--- src/rtl/spike_decoder_if.sv ---
// Host-side bundle for the spike decoder: window control, spike input and
// the valid/ready result channel with debug counters.
interface spike_decoder_if #(
    parameter int N_OUT = 2,
    parameter int CNT_W = 5,
    parameter int IDX_W = 1
);
    logic                   start;
    logic                   spikes_valid;
    logic [N_OUT-1:0]       in_spikes;
    logic                   busy;
    logic                   result_valid;
    logic                   result_ready;
    logic [IDX_W-1:0]       class_idx;
    logic                   no_spike;
    logic [N_OUT*CNT_W-1:0] counts;

    modport master (
        output start, spikes_valid, in_spikes, result_ready,
        input  busy, result_valid, class_idx, no_spike, counts
    );

    modport slave (
        input  start, spikes_valid, in_spikes, result_ready,
        output busy, result_valid, class_idx, no_spike, counts
    );
endinterface

--- src/rtl/spike_decoder.sv ---
// Readout stage: counts output spikes over a window of N_CYCLES timesteps,
// then reports the neuron with the most spikes through a valid/ready handshake.
module spike_decoder #(
    parameter int N_OUT    = 2,
    parameter int N_CYCLES = 10,
    parameter int CYC_W    = 5,
    parameter int CNT_W    = 5,
    parameter int IDX_W    = 1
) (
    input logic             clk,
    input logic             rst,
    spike_decoder_if.slave  bus
);
    localparam logic [1:0] IDLE   = 2'd0;
    localparam logic [1:0] ACCUM  = 2'd1;
    localparam logic [1:0] ARGMAX = 2'd2;
    localparam logic [1:0] HOLD   = 2'd3;

    localparam logic [CYC_W-1:0] LAST_STEP = CYC_W'(N_CYCLES - 1);
    localparam logic [CNT_W-1:0] CNT_MAX   = '1;

    logic [1:0]             state;
    logic [CYC_W-1:0]       step_cnt;
    logic [CNT_W-1:0]       cnt [N_OUT];
    logic [IDX_W-1:0]       class_idx_q;
    logic                   no_spike_q;

    logic [IDX_W-1:0]       best_idx;
    logic [CNT_W-1:0]       best_val;
    logic                   any_spike;
    logic [N_OUT*CNT_W-1:0] counts_flat;

    // Strict greater-than keeps the lowest index on ties.
    always_comb begin
        best_idx  = '0;
        best_val  = cnt[0];
        any_spike = 1'b0;
        for (int i = 0; i < N_OUT; i++) begin
            if (cnt[i] != '0) begin
                any_spike = 1'b1;
            end
            if (cnt[i] > best_val) begin
                best_val = cnt[i];
                best_idx = IDX_W'(i);
            end
        end
    end

    always_comb begin
        counts_flat = '0;
        for (int i = 0; i < N_OUT; i++) begin
            counts_flat[i*CNT_W +: CNT_W] = cnt[i];
        end
    end

    always_ff @(posedge clk) begin
        if (rst) begin
            state       <= IDLE;
            step_cnt    <= '0;
            class_idx_q <= '0;
            no_spike_q  <= 1'b0;
            for (int i = 0; i < N_OUT; i++) begin
                cnt[i] <= '0;
            end
        end else begin
            case (state)
                IDLE: begin
                    if (bus.start) begin
                        step_cnt <= '0;
                        for (int i = 0; i < N_OUT; i++) begin
                            cnt[i] <= '0;
                        end
                        state <= ACCUM;
                    end
                end
                ACCUM: begin
                    if (bus.spikes_valid) begin
                        for (int i = 0; i < N_OUT; i++) begin
                            if (bus.in_spikes[i] && (cnt[i] != CNT_MAX)) begin
                                cnt[i] <= cnt[i] + CNT_W'(1);
                            end
                        end
                        step_cnt <= step_cnt + CYC_W'(1);
                        if (step_cnt == LAST_STEP) begin
                            state <= ARGMAX;
                        end
                    end
                end
                ARGMAX: begin
                    class_idx_q <= best_idx;
                    no_spike_q  <= ~any_spike;
                    state       <= HOLD;
                end
                HOLD: begin
                    // result_valid is implied by HOLD, so ready alone completes the handshake.
                    if (bus.result_ready) begin
                        state <= IDLE;
                    end
                end
                default: state <= IDLE;
            endcase
        end
    end

    assign bus.busy         = (state == ACCUM) || (state == ARGMAX);
    assign bus.result_valid = (state == HOLD);
    assign bus.class_idx    = class_idx_q;
    assign bus.no_spike     = no_spike_q;
    assign bus.counts       = counts_flat;
endmodule
--- src/flat_wrapper.sv ---
// flat-port wrapper written by rule: the top's interface ports become plain ports
module spike_decoder_flat 
#(
    parameter int N_OUT    = 2,
    parameter int N_CYCLES = 10,
    parameter int CYC_W    = 5,
    parameter int CNT_W    = 5,
    parameter int IDX_W    = 1
)
  (clk, rst, bus_start, bus_spikes_valid, bus_in_spikes, bus_result_ready, bus_busy, bus_result_valid, bus_class_idx, bus_no_spike, bus_counts);
  spike_decoder_if #(.N_OUT(N_OUT), .CNT_W(CNT_W), .IDX_W(IDX_W)) bus_i ();
  input logic clk;
  input logic rst;
  input wire logic [$bits(bus_i.start)-1:0] bus_start;
  input wire logic [$bits(bus_i.spikes_valid)-1:0] bus_spikes_valid;
  input wire logic [$bits(bus_i.in_spikes)-1:0] bus_in_spikes;
  input wire logic [$bits(bus_i.result_ready)-1:0] bus_result_ready;
  output wire logic [$bits(bus_i.busy)-1:0] bus_busy;
  output wire logic [$bits(bus_i.result_valid)-1:0] bus_result_valid;
  output wire logic [$bits(bus_i.class_idx)-1:0] bus_class_idx;
  output wire logic [$bits(bus_i.no_spike)-1:0] bus_no_spike;
  output wire logic [$bits(bus_i.counts)-1:0] bus_counts;
  assign bus_i.start = bus_start;
  assign bus_i.spikes_valid = bus_spikes_valid;
  assign bus_i.in_spikes = bus_in_spikes;
  assign bus_i.result_ready = bus_result_ready;
  assign bus_busy = bus_i.busy;
  assign bus_result_valid = bus_i.result_valid;
  assign bus_class_idx = bus_i.class_idx;
  assign bus_no_spike = bus_i.no_spike;
  assign bus_counts = bus_i.counts;
  spike_decoder #(.N_OUT(N_OUT), .N_CYCLES(N_CYCLES), .CYC_W(CYC_W), .CNT_W(CNT_W), .IDX_W(IDX_W)) u_core (.clk(clk), .rst(rst), .bus(bus_i));
endmodule
--- config.mk ---
export PLATFORM = sky130hd
export DESIGN_NAME = spike_decoder_flat
export DESIGN_NICKNAME = d
export VERILOG_FILES = /design/src/rtl/spike_decoder_if.sv /design/src/rtl/spike_decoder.sv /design/src/flat_wrapper.sv
export SDC_FILE = /design/constraint.sdc
export NUM_CORES = 1
export LEC_CHECK = 0
export CORE_MARGIN = 3
export CORE_UTILIZATION = 52
export CTS_CLUSTER_DIAMETER = 120
export DETAILED_ROUTE_END_ITERATION = 16
export PLACE_DENSITY = 0.78
export SYNTH_ARGS = -nofsm -noshare
export SYNTH_HDL_FRONTEND = slang
export SYNTH_SLANG_ARGS = --single-unit
export TNS_END_PERCENT = 50
--- constraint.sdc ---
create_clock -name clk -period 2.1 [get_ports clk]
set_clock_uncertainty 0.2 [all_clocks]
set_input_delay 0.63 -clock clk [delete_from_list [all_inputs] [get_ports clk]]
set_output_delay 0.63 -clock clk [all_outputs]
set_load 0.005 [all_outputs]
After elaboration in Yosys (flattened, before gate mapping)
Memory sizes are Yosys's and may differ from the RTL's.
Cells that the tools add are included.
{"block": "op_classes", "mux": 31, "reduce_logical": 9, "addsub": 3, "magnitude_cmp": 1, "n_bitwise": 5, "eq_ne": 10}
{"cell": "two-way mux 5 bit", "count": 6}
{"cell": "two-way mux 1 bit", "count": 19}
{"cell": "adder 5 x 1 -> 5 bit (second input constant)", "count": 3}
{"cell": "!= test 5 bit (second input constant)", "count": 2}
{"cell": "one-hot mux 5 bit (2 select lines)", "count": 1}
{"cell": "nonzero test 5 bit", "count": 2}
{"cell": "two-way mux 2 bit", "count": 4}
{"cell": "one-hot mux 2 bit (4 select lines)", "count": 1}
{"cell": "!= test 2 bit (second input constant)", "count": 3}
{"cell": "equality test 5 x 4 -> 1 bit (second input constant)", "count": 1}
{"cell": "greater-than comparator 5 bit", "count": 1}
{"cell": "equality test 2 bit (second input constant)", "count": 2}
{"cell": "bitwise OR 1 bit", "count": 4}
{"cell": "AND reduction 4 bit", "count": 1}
{"cell": "AND reduction 3 bit", "count": 1}
{"cell": "equality test 2 x 1 -> 1 bit (second input constant)", "count": 1}
{"cell": "logical AND 1 bit", "count": 2}
{"cell": "logical NOT 2 bit", "count": 1}
{"cell": "!= test 2 x 1 -> 1 bit (second input constant)", "count": 1}
{"cell": "nonzero test 2 bit", "count": 1}
{"cell": "logical OR 1 bit", "count": 1}
{"cell": "NOT 1 bit", "count": 1}
{"block": "totals", "mem_count": 1, "ramBits": 10, "output_inout_bits": 14, "word_cells": 64, "regBits": 9}
{"memory": "u_core.cnt", "words": 2, "width": 5, "rd": 2, "rd_clocked_by_memory_dff": 0, "write_ports": 2, "line_no": "spike_decoder.sv:24", "rtl": "logic [CNT_W-1:0] cnt [N_OUT];"}

Depth between registers and ports, before layout
Gate-level depths: netlist of the first run.
{"block": "logic_depth", "depth_word": 8, "depth_mapped": 7}

Worst setup path after synthesis of the first run
OpenSTA, ideal clock, no wires.
{"block": "synth_timing", "path_type": "register to register", "start": "memory u_core.cnt[0][0]", "end": "memory u_core.cnt[0][0] (enable)", "path_stages_with_launch": 6, "path_buffers": 0, "path_slack_ns": 0.121, "required_ns": 1.551, "synth_period_minus_slack_ns": 1.979, "arrival_ns": 1.431, "setup_time_ns": 0.349, "cell_sequence": "edfxtp_1 > ha_1 > and3_1 > ha_1 > nor3b_2 > o21bai_1"}
{"item": "start: declaration", "line_no": "spike_decoder.sv:24"}

==> metrics.txt, run 1 <==
fillers 185; Reg area 483 µm²; pin count of the biggest net entering global routing 11; global routing's busiest layer met2; Final #Nets 188; CP Capture Type register; post-synthesis cell area 1260 µm²; share of cells above drive strength 1 0.196; Clock Tree Root clkbuf_4; first-pass GRT wire length 4540 µm; M1 GR Usage 0.235; top cell type's share of synthesized area 0.239; Worst-Margin Slew 0.388 ns; RSZ-0062 raised after global routing yes; CP Max Fanout 5; CTS tree built; post-cts hold buffer count 0; clock latency on the worst-skew pair 0.30 ns; Die X 55.2 µm; Fin Setup TNS 0 ns; #FFs+latches synth 19; drt pass-1 iters 4; # setup viols final 0; crit path launch type register; maximum clock insertion buffer count 2; initial antenna violation count 0; PortBufs 20; clk sink count 19; Total Power 1.64 mW; crit path DAT 1.87 ns; area taken by multi-input logic gates 742 µm²; main area contributors after synthesis edfxtp_1, ha_1, dfxtp_1; IO Pins 21; sequential area share after synthesis 0.382; fmax 479 MHz; final instance area 1650 µm²; status completed; Core ar. 2250 µm²; number of library cell types mapped by synthesis 33; Worst Path Required 1.88 ns; Iter 0 DRT Violations 20; Pleak 0.712 nW; TritonCTS Buffers 3; Post-Syn Nets 149; smallest setup slack after layout 0.0112 ns; PwrDens 990 nW/µm²; GRT met2 Usage 0.307; Antenna Cells 0; H-tree Lvls 1; GRT Util Overall 0.182; starting density of the core 0.558; max-slew violation count 0; critical path type reg2reg; Yosys warnings 0; Max-cap violations 0; drt total wl 2690 µm; worst vdd ir 0.880 mV; Mean Syn Cell Area 10.1 µm²; vias in the first global route 1035; min cycle time layout 2.09 ns; DP Wirelength 2050 µm; clk slew on worst S/H paths 0.11 ns; area grow syn2layout 31.3%; pre-CTS WS -0.369 ns; RD Place Congestion 0.735; DRT antenna net count 0; Max transition margin 0.741; met3 usage 0.0374; die area 3050 µm²; fin crit share 0.995; Vias 1013; Rows 17; GRT overflow 0; Final Hold Viols 0; Area after DPL 1560 µm²; DRC violations left 0; Chip Height 55.2 µm; Gate Count Post-Synth 125; Via density 5.30; largest area contributor in the netlist edfxtp_1; wire length per cell 14.1 µm; Hold Path Class reg2reg
## what timing repair did
item                                    4_1_cts  5_1_grt
pin swaps                                     0        2
endpoints found under the setup margin       16       25
setup buffers                                 5        0
gates resized for setup                       9        9
## cells in the mapped netlist, drive strengths merged
library cell	instances
nor3b	4
edfxtp	10
nor2	17
and3	2
nor4b	3
inv	10
o21bai	3
dfxtp	9
nor2b	8
a21oi	6
nand3b	1
xnor2	6
nor4	2
nand4bb	1
a2111oi	1
ha	17
o211ai	1
a211oi	1
nand3	4
nand2	4
nand2b	1
and2b	1
nor3	1
nand4	1
buf	3
xor2	1
mux2i	1
o21ai	6
## sequential cells by signal (all words and copies together), names as in the netlist
signal / flops
u_core.step_cnt: 5
u_core.bus.class_idx: 1
u_core.bus.no_spike: 1
u_core.state: 2
u_core.cnt: 10
## worst max-delay path, cell delays in order (launching register included)
cell and delay [ns]:
edfxtp_1 0.40, buf_4 0.15, ha_1 0.19, and3_1 0.16, ha_1 0.21, nor3b_4 0.24
o21bai_2 0.23
## power breakdown
part	internal [mW]	leakage (nW)	switching (mW)
combinational	0.470	0.516	0.428
clock	0.0740	0.0150	0.114
sequential	0.492	0.182	0.0581
total	1.04	0.712	0.600
## final cells by class
cell class | count | area share
inverter | 10 | 0.0227
tap | 28 | 0.0212
clock buffer | 4 | 0.0159
multi-input combinational | 93 | 0.449
sequential | 19 | 0.292
timing repair buffer | 37 | 0.199
## placed cells by master (no fill, tap or decap), types with 2 or more instances in the layout
master           count
nor2b_1              7
xnor2_1              6
nor4b_1              2
nand2_1              4
inv_1               10
dlymetal6s2s_1       2
nand3_1              4
buf_4               16
ha_1                16
dfxtp_1              7
o21bai_2             2
clkdlybuf4s50_1     11
dfxtp_2              2
o21ai_0              6
nor3b_1              2
nor2_1              16
clkbuf_4             3
and3_1               2
edfxtp_1            10
a21oi_1              6
dlygate4sd2_1        6
## path summary, 6_finish.rpt
kind | startpoint | end | slack, ns | depth (start not counted)
worst max register to register | u_core.cnt[0][6]$_SDFFCE_PN0P_ | u_core.cnt[0][8]$_SDFFCE_PN0P_ | 0.01 | 6
worst min-delay path | u_core.bus.no_spike$_SDFFE_PP0P_ | u_core.bus.no_spike$_SDFFE_PP0P_ | 0.29 | 2
worst min register to register | u_core.bus.no_spike$_SDFFE_PP0P_ | u_core.bus.no_spike$_SDFFE_PP0P_ | 0.29 | 2
worst max-delay path | u_core.cnt[0][6]$_SDFFCE_PN0P_ | u_core.cnt[0][8]$_SDFFCE_PN0P_ | 0.01 | 6
## through the flow
step | hold WS [ns] | cells | util
3_3_place_gp | 0.258 | 182 | 0.690
5_1_grt | 0.331 | 191 | 0.733
3_5_place_dp | 0.267 | 182 | 0.690
6_report | 0.291 | 191 | 0.733
4_1_cts | 0.287 | 191 | 0.717
2_1_floorplan | 0.266 | 125 | -
## metal layers
layer  part of all wire  wire length [µm]
met2               0.47              1270
met3              0.038               102
met4              0.010                28
met5                  0                 0
met1               0.48              1280
## cells by family (layout without fill, tap and decap cells)
| group | Yosys count | count (layout) | synth area share |
|---|---|---|---|
| AND/OR/NAND/NOR | 50 | 50 | 0.242 |
| flip-flops | 19 | 19 | 0.382 |
| AO/OA/AOI/OAI | 18 | 18 | 0.0994 |
| adder cells (fa/ha/maj) | 17 | 17 | 0.169 |
| buffers and inverters | 13 | 51 | 0.0517 |
| XOR/XNOR | 7 | 7 | 0.0487 |
| multiplexers | 1 | 1 | 0.00795 |
Power figures use the tool's default switching activity.
==> run 2: changes to the inputs <==
Settings changed: CORE_UTILIZATION 52 to 35, PLACE_DENSITY 0.78 to not set.
==> metrics.txt, run 2 (synthesis gave the netlist of run 1 again) <==
fmax 470 MHz; share of cells above drive strength 1 0.185; Clock Tree Root clkbuf_4; clock latency on the worst-skew pair 0.31 ns; PortBufs 20; # setup viols final 10; Area after DPL 1590 µm²; Pleak 0.715 nW; vias in the first global route 1011; slowest stage delay, CP 0.52 ns; Final #Nets 187; Die X 66.0 µm; CTS tree built; Core ar. 3390 µm²; final instance area 1650 µm²; registers with the most flip-flops u_core.cnt (10), u_core.step_cnt (5), u_core.state (2); critical path type in2reg; fillers 326; Reg with most FFs u_core.cnt; clk slew on worst S/H paths 0.11 ns; drt total wl 2620 µm; Final Hold Viols 0; clk sink count 19; status finished with violations; GRT Util Overall 0.132; post-cts hold buffer count 0; area grow syn2layout 31.0%; crit path launch type input port; starting density of the core 0.371; H-tree Lvls 1; crit path DAT 1.88 ns; worst vdd ir 0.558 mV; r2r startpoint u_core.cnt[0][0]$_SDFFCE_PN0P_; smallest setup slack after layout -0.0260 ns; number of flip-flops in the largest register 10; RSZ-0062 raised after global routing yes; die area 4350 µm²; fin crit share 1.01; max-slew violation count 0; flop2flop setup slack 0 ns; crit path buf inv count 1; Slowest cell on crit path clkdlybuf4s50_1; min cycle time layout 2.13 ns; CP Cell Sequence clkdlybuf4s50_1 -> nand3b_1 -> nor3b_2 -> o21bai_1; Iter 0 DRT Violations 33; first-pass GRT wire length 4520 µm; GRT overflow 0; RD Place Congestion 0.769; wire length per cell 12.6 µm; crit path from bus_spikes_valid; pin count of the biggest net entering global routing 11; failing checks negative setup slack; most frequent cells in the layout nor2_1, ha_1, buf_4; Max transition margin 0.649; Worst Path Required 1.85 ns; drt pass-1 iters 6; reg2reg path depth 5; maximum clock insertion buffer count 2; DRT antenna net count 0; Worst-Margin Slew 0.525 ns; initial antenna violation count 0; DP Wirelength 2080 µm; CP Capture Type register; PwrDens 964 nW/µm²; DRC violations left 0; worst setup path end u_core.cnt[0][1]$_SDFFCE_PN0P_; CP Max Fanout 5; number of stages on the worst setup path 4; Via density 4.71; TritonCTS Buffers 3; Vias 979; Antenna Cells 0; CP delay by family, top buffers and inverters; IO Pins 21; Fin Setup TNS -0.191 ns; Chip Height 66.0 µm; Hold Path Class reg2reg; Rows 21; Max-cap violations 0; Reg-to-Reg End u_core.cnt[0][1]$_SDFFCE_PN0P_
-- run 2: changes by cell type in the layout (fill, tap and decap cells not counted), sizes merged --
cell and delta:
clkdlybuf4s50 -2, dlymetal6s2s +1, clkbuf +1, buf -1
-- run 2: final cells by class --
type | count | area (µm²) | area share
clock buffers | 4 | 26.3 | 0.0159
well taps | 46 | 57.6 | 0.0349
multi-input cells | 93 | 718 | 0.436
repair buffers | 36 | 327 | 0.198
inverters | 10 | 37.5 | 0.0228
flip-flops and latches | 19 | 483 | 0.293
-- run 2: worst min-delay path by stage --
stage	from	to	cells after the start
after floorplan	u_core.bus.no_spike$_SDFFE_PP0P_	u_core.bus.no_spike$_SDFFE_PP0P_	2
after detailed placement	u_core.bus.no_spike$_SDFFE_PP0P_	u_core.bus.no_spike$_SDFFE_PP0P_	2
after global routing	u_core.bus.no_spike$_SDFFE_PP0P_	u_core.bus.no_spike$_SDFFE_PP0P_	2
after global placement	u_core.bus.no_spike$_SDFFE_PP0P_	u_core.bus.no_spike$_SDFFE_PP0P_	2
final	u_core.bus.no_spike$_SDFFE_PP0P_	u_core.bus.no_spike$_SDFFE_PP0P_	2
after CTS	u_core.bus.no_spike$_SDFFE_PP0P_	u_core.bus.no_spike$_SDFFE_PP0P_	2
-- run 2: per-layer routing --
metal | vias up | share of wire | global-route usage
met3 | 2 | 0.029 | 0.0170
met1 | 453 | 0.49 | 0.175
met4 | 0 | 0.0038 | 0.0457
met5 | - | 0 | 0
met2 | 15 | 0.47 | 0.220
li1 | 509 | - | -
-- run 2: worst reg2reg max path, delay by kind of cell (launching register included) --
kind / cells / cell delay [ns]
DFF: 1 / 0.44
adders and majority gates: 2 / 0.42
and+or+nand+nor: 2 / 0.38
AOI/OAI and AO/OA: 1 / 0.31
-- run 2: power by group --
| group | total, mW | leakage (nW) | internal [mW] | switching [mW] |
|---|---|---|---|---|
| logic | 0.832 | 0.518 | 0.433 | 0.399 |
| clock network | 0.198 | 0.0150 | 0.0741 | 0.124 |
| registers | 0.559 | 0.182 | 0.493 | 0.0660 |
-- run 2: per-stage QoR --
stage | hold slack [ns] | worst slack, ns | util | instances | power [mW]
2_1_floorplan | 0.266 | 0.121 | - | 125 | 1.05
3_3_place_gp | 0.267 | -0.322 | 0.468 | 201 | 1.39
3_5_place_dp | 0.270 | -0.418 | 0.468 | 201 | 1.41
4_1_cts | 0.293 | -0.0289 | 0.485 | 208 | 1.62
5_1_grt | 0.334 | -0.0997 | 0.487 | 208 | 1.74
6_report | 0.286 | -0.0260 | 0.487 | 208 | 1.59
-- run 2: what timing repair did --
item,in CTS,in global routing
buffers inserted,3,0
gates resized for setup,15,6
endpoints found under the setup margin,19,15
pin swaps,1,0
==> variant 1 (settings of run 1) <==
Reset style: asynchronous (`rst`), changed in one clocked block.
--- a/src/rtl/spike_decoder.sv
+++ b/src/rtl/spike_decoder.sv
@@ -53,7 +53,7 @@
         end
     end
 
-    always_ff @(posedge clk) begin
+    always_ff @(posedge clk or posedge rst) begin
         if (rst) begin
             state       <= IDLE;
             step_cnt    <= '0;
Check against the original RTL: differs if rst is asserted again (counterexample within 4 cycles, from zero or initial values and one cycle with rst high); with rst held inactive, the same outputs for 10 cycles.
==> variant 1 against run 1 <==
Final area rose by 8.3%. Sequential cell count unchanged. Setup slack improved by 0.032 ns. Power increased by 24%. Wire length up 23%. Global-route usage rose by 3.9 points. Synthesized area up 3.5%. Via count up 12%. Critical path type is now reg -> out. Highest routed layer unchanged.
==> variant 1: results <==
[setup_path]
endpoint = bus_result_valid
crit_path_start = u_core.state[0]$_DFFE_PP0P_
rrSetupSlack_ns = 0.06
cpPeakStageDelay_ns = 0.42
rr_startpoint = u_core.state[1]$_DFFE_PP0P_

[logic_synthesis]
syn_inst = 131
synthAdderAreaFrac_pct = 17.3
synth_seq_area_share_pct = 36.5
ys_top_cells_by_area = dfrtp_1 37%, ha_1 17%, inv_1 4.3%

[power_and_ir_drop]
pg_seq_w = 0.000534
p_clk_w = 0.000196
p_seq_share_pct = 26.4
p_leak_nw = 0.900

[global_routing]
use_met3_pct = 4.18

[placement]
gp_congestion = 0.817

[sta]
relSlewSlack_pct = 70.3
period_share_pct = 98.0

[detailed_routing]
met3_length_um = 108
met2WireLength_um = 1690
vias_per_cell = 5.51
drtIter0Drc = 24

[finish]
final_nets = 204
layout-drive-gt1-share_pct = 25.8

[worst_hold_path]
min_from = u_core.bus.class_idx$_DFFE_PP0P_

[status]
status = finished, final reports clean
[variant 1: changes by cell type after synthesis, sizes merged, moves of 6 or more]
cell	delta
nor2	-10
nor2b	-6
dfxtp	-9
dfrtp	+19
edfxtp	-10
[variant 1: cell type report]
| type | instances | area share [%] |
|---|---|---|
| Sequential cell | 19 | 26.7 |
| Multi-Input combinational cell | 95 | 45.2 |
| Clock buffer | 3 | 1.26 |
| Inverter | 15 | 3.28 |
| Timing Repair Buffer | 45 | 21.3 |
| Tap cell | 28 | 1.96 |
| Clock inverter | 1 | 0.280 |
[variant 1: worst max-delay path, delay by kind of cell, from the launching register on]
family | cells | cell delay, ns
flops | 1 | 0.42
buf+inv | 2 | 0.28
fa+ha+maj | 1 | 0.21
[variant 1: cells by family (layout without fill, tap and decap cells)]
group                      Yosys count  in the layout
AOI/OAI and AO/OA                   21             21
xor gates and xnor gates             5              5
adders and majority gates           18             18
buffers and inverters               17             64
DFF                                 19             19
muxes                                8              8
and+or+nand+nor                     43             43
[variant 1: how the worst min path moves through the flow]
| stage | slack [ns] | cells past startpoint | to |
|---|---|---|---|
| floorplan | 0.30 | 2 | u_core.step_cnt[4]$_DFFE_PP0P_ |
| global placement | 0.29 | 1 | u_core.bus.class_idx$_DFFE_PP0P_ |
| detailed placement | 0.31 | 1 | u_core.bus.class_idx$_DFFE_PP0P_ |
| CTS | 0.34 | 1 | u_core.bus.class_idx$_DFFE_PP0P_ |
| global route | 0.36 | 1 | u_core.bus.class_idx$_DFFE_PP0P_ |
| finish | 0.34 | 1 | u_core.bus.class_idx$_DFFE_PP0P_ |
[variant 1: timing repair]
item | CTS | global route
resized for setup | 20 | 8
gates cloned | 0 | 0
buffers inserted | 6 | 0
pin swaps | 1 | 1
setup endpoints to repair | 13 | 13
==> variant 2 (flow settings as in run 1) <==
Made on the original files. `N_OUT` is set to 2 in 3 places; all go to 4.
--- a/src/rtl/spike_decoder_if.sv
+++ b/src/rtl/spike_decoder_if.sv
@@ -1,7 +1,7 @@
 // Host-side bundle for the spike decoder: window control, spike input and
 // the valid/ready result channel with debug counters.
 interface spike_decoder_if #(
-    parameter int N_OUT = 2,
+    parameter int N_OUT = 4,
     parameter int CNT_W = 5,
     parameter int IDX_W = 1
 );
--- a/src/rtl/spike_decoder.sv
+++ b/src/rtl/spike_decoder.sv
@@ -1,7 +1,7 @@
 // Readout stage: counts output spikes over a window of N_CYCLES timesteps,
 // then reports the neuron with the most spikes through a valid/ready handshake.
 module spike_decoder #(
-    parameter int N_OUT    = 2,
+    parameter int N_OUT    = 4,
     parameter int N_CYCLES = 10,
     parameter int CYC_W    = 5,
     parameter int CNT_W    = 5,
--- a/src/flat_wrapper.sv
+++ b/src/flat_wrapper.sv
@@ -1,7 +1,7 @@
 // flat-port wrapper written by rule: the top's interface ports become plain ports
 module spike_decoder_flat 
 #(
-    parameter int N_OUT    = 2,
+    parameter int N_OUT    = 4,
     parameter int N_CYCLES = 10,
     parameter int CYC_W    = 5,
     parameter int CNT_W    = 5,
Ports: changed (resized bus_counts and bus_in_spikes); port bits go from 21 to 33. No check against the original RTL was run, so the function may have changed too.
==> variant 2 against run 1 <==
The run now ends with negative setup slack left. Sequential power grew 44%. Final area grew 100%. Wire length increased to 3.0 times the old value. Synthesized area up 66%. Clock power rose to 2.9 times the old value. Sequential cell count up 10. Combinational power increased to 2.8 times the old value. Fmax down 51%. Power up 140%. Setup slack worse by 2.2 ns. Largest cell class unchanged. Count of clock-buffer cells in the layout grew 3.
==> variant 2: results <==
[status]
status = finished, violations left
violations = negative setup slack

[power_and_ir_drop]
power_density_nw_per_um2 = 1150
max-vdd-ir-drop_mv = 0.957
p_leak_nw = 1.57

[logic_synthesis]
synth_mux_area_share_pct = 6.48
synth_seq_area_share_pct = 35.0
syn_inst = 219
synth_compound_area_share_pct = 9.66
synthTopCellsByCount = 33 x ha_1, 29 x nor2_1, 27 x inv_1
synthXorXnorAreaFrac_pct = 4.62
ys_top_cells_by_area = edfxtp_1 22%, ha_1 20%, dfxtp_1 13%
synth-edff-count = 15
synthAdderAreaFrac_pct = 19.8
yosys.cell_types.count = 38

[global_routing]
grt_pass1_wl_um = 9790
grt_pass1_vias = 2045
track_usage_pct = 25.5

[setup_path]
cpPeakStageDelay_ns = 0.37
rr_startpoint = u_core.cnt[0][1]$_SDFFCE_PN0P_
cp_top_family = compound AO/OA/AOI/OAI gates
r2r_cells = 19
endpoint = u_core.bus.class_idx$_SDFFE_PP0P_

[sta]
whs_ns = 0.289
setup_violations = 14
fin_ws_ns = -2.17
relSlewSlack_pct = 69.9
final.setup.tns_ns = -2.61

[clocking]
clk_pin_slew_ns = 0.08
post_cts_buffers = 7
cts_made_buffers = 5
cts.sinks = 29
htreeDepth = 2

[finish]
fill_cells = 167
top_regs = u_core.cnt: 20 flops, u_core.step_cnt: 5 flops, u_core.state: 2 flops
final_nets = 362
n_clock_buffer = 7
inverters = 27
multi_input_gates = 161
buf_share_pct = 25.3
register_area_um2 = 739
layout-drive-gt1-share_pct = 39.9

[detailed_routing]
drtIter0Drc = 208
drt_pass1_iterations = 5
wl_per_cell_um = 21.7
vias_per_cell = 6.02
wl_met1_um = 3100
met2WireLength_um = 3730
met3_length_um = 656

[placement]
place_ws_ns = -1.81
io_buffers = 32
dp.final_hpwl_um = 4210
placed_area_um2 = 2860
place_inst = 345

[floorplanning]
num_tap_cells = 48

[worst_hold_path]
hold_class = reg -> reg
[variant 2: cell count changes in the layout (fill, tap and decap cells not counted), sizes merged, moves of 5 or more]
cell / run 1 / this run
a21oi: 6 / 13
nand2: 4 / 14
nor2b: 8 / 1
ha: 17 / 33
inv: 10 / 27
mux2i: 1 / 9
edfxtp: 10 / 15
nand4: 1 / 6
nor2: 17 / 29
dfxtp: 9 / 14
dlymetal6s2s: 2 / 8
buf: 17 / 64
[variant 2: layer usage]
layer  GRT usage (%)  up-vias
met1            32.4     1054
li1                -      974
met5               0        -
met4            10.6        0
met3            4.93       51
met2            42.1      141
[variant 2: power by group]
group          total [W]  internal (W)  switching, W
registers       0.000793      0.000713     0.0000794
logic            0.00255       0.00126       0.00129
clock network   0.000537      0.000296      0.000241
total            0.00388       0.00227       0.00161
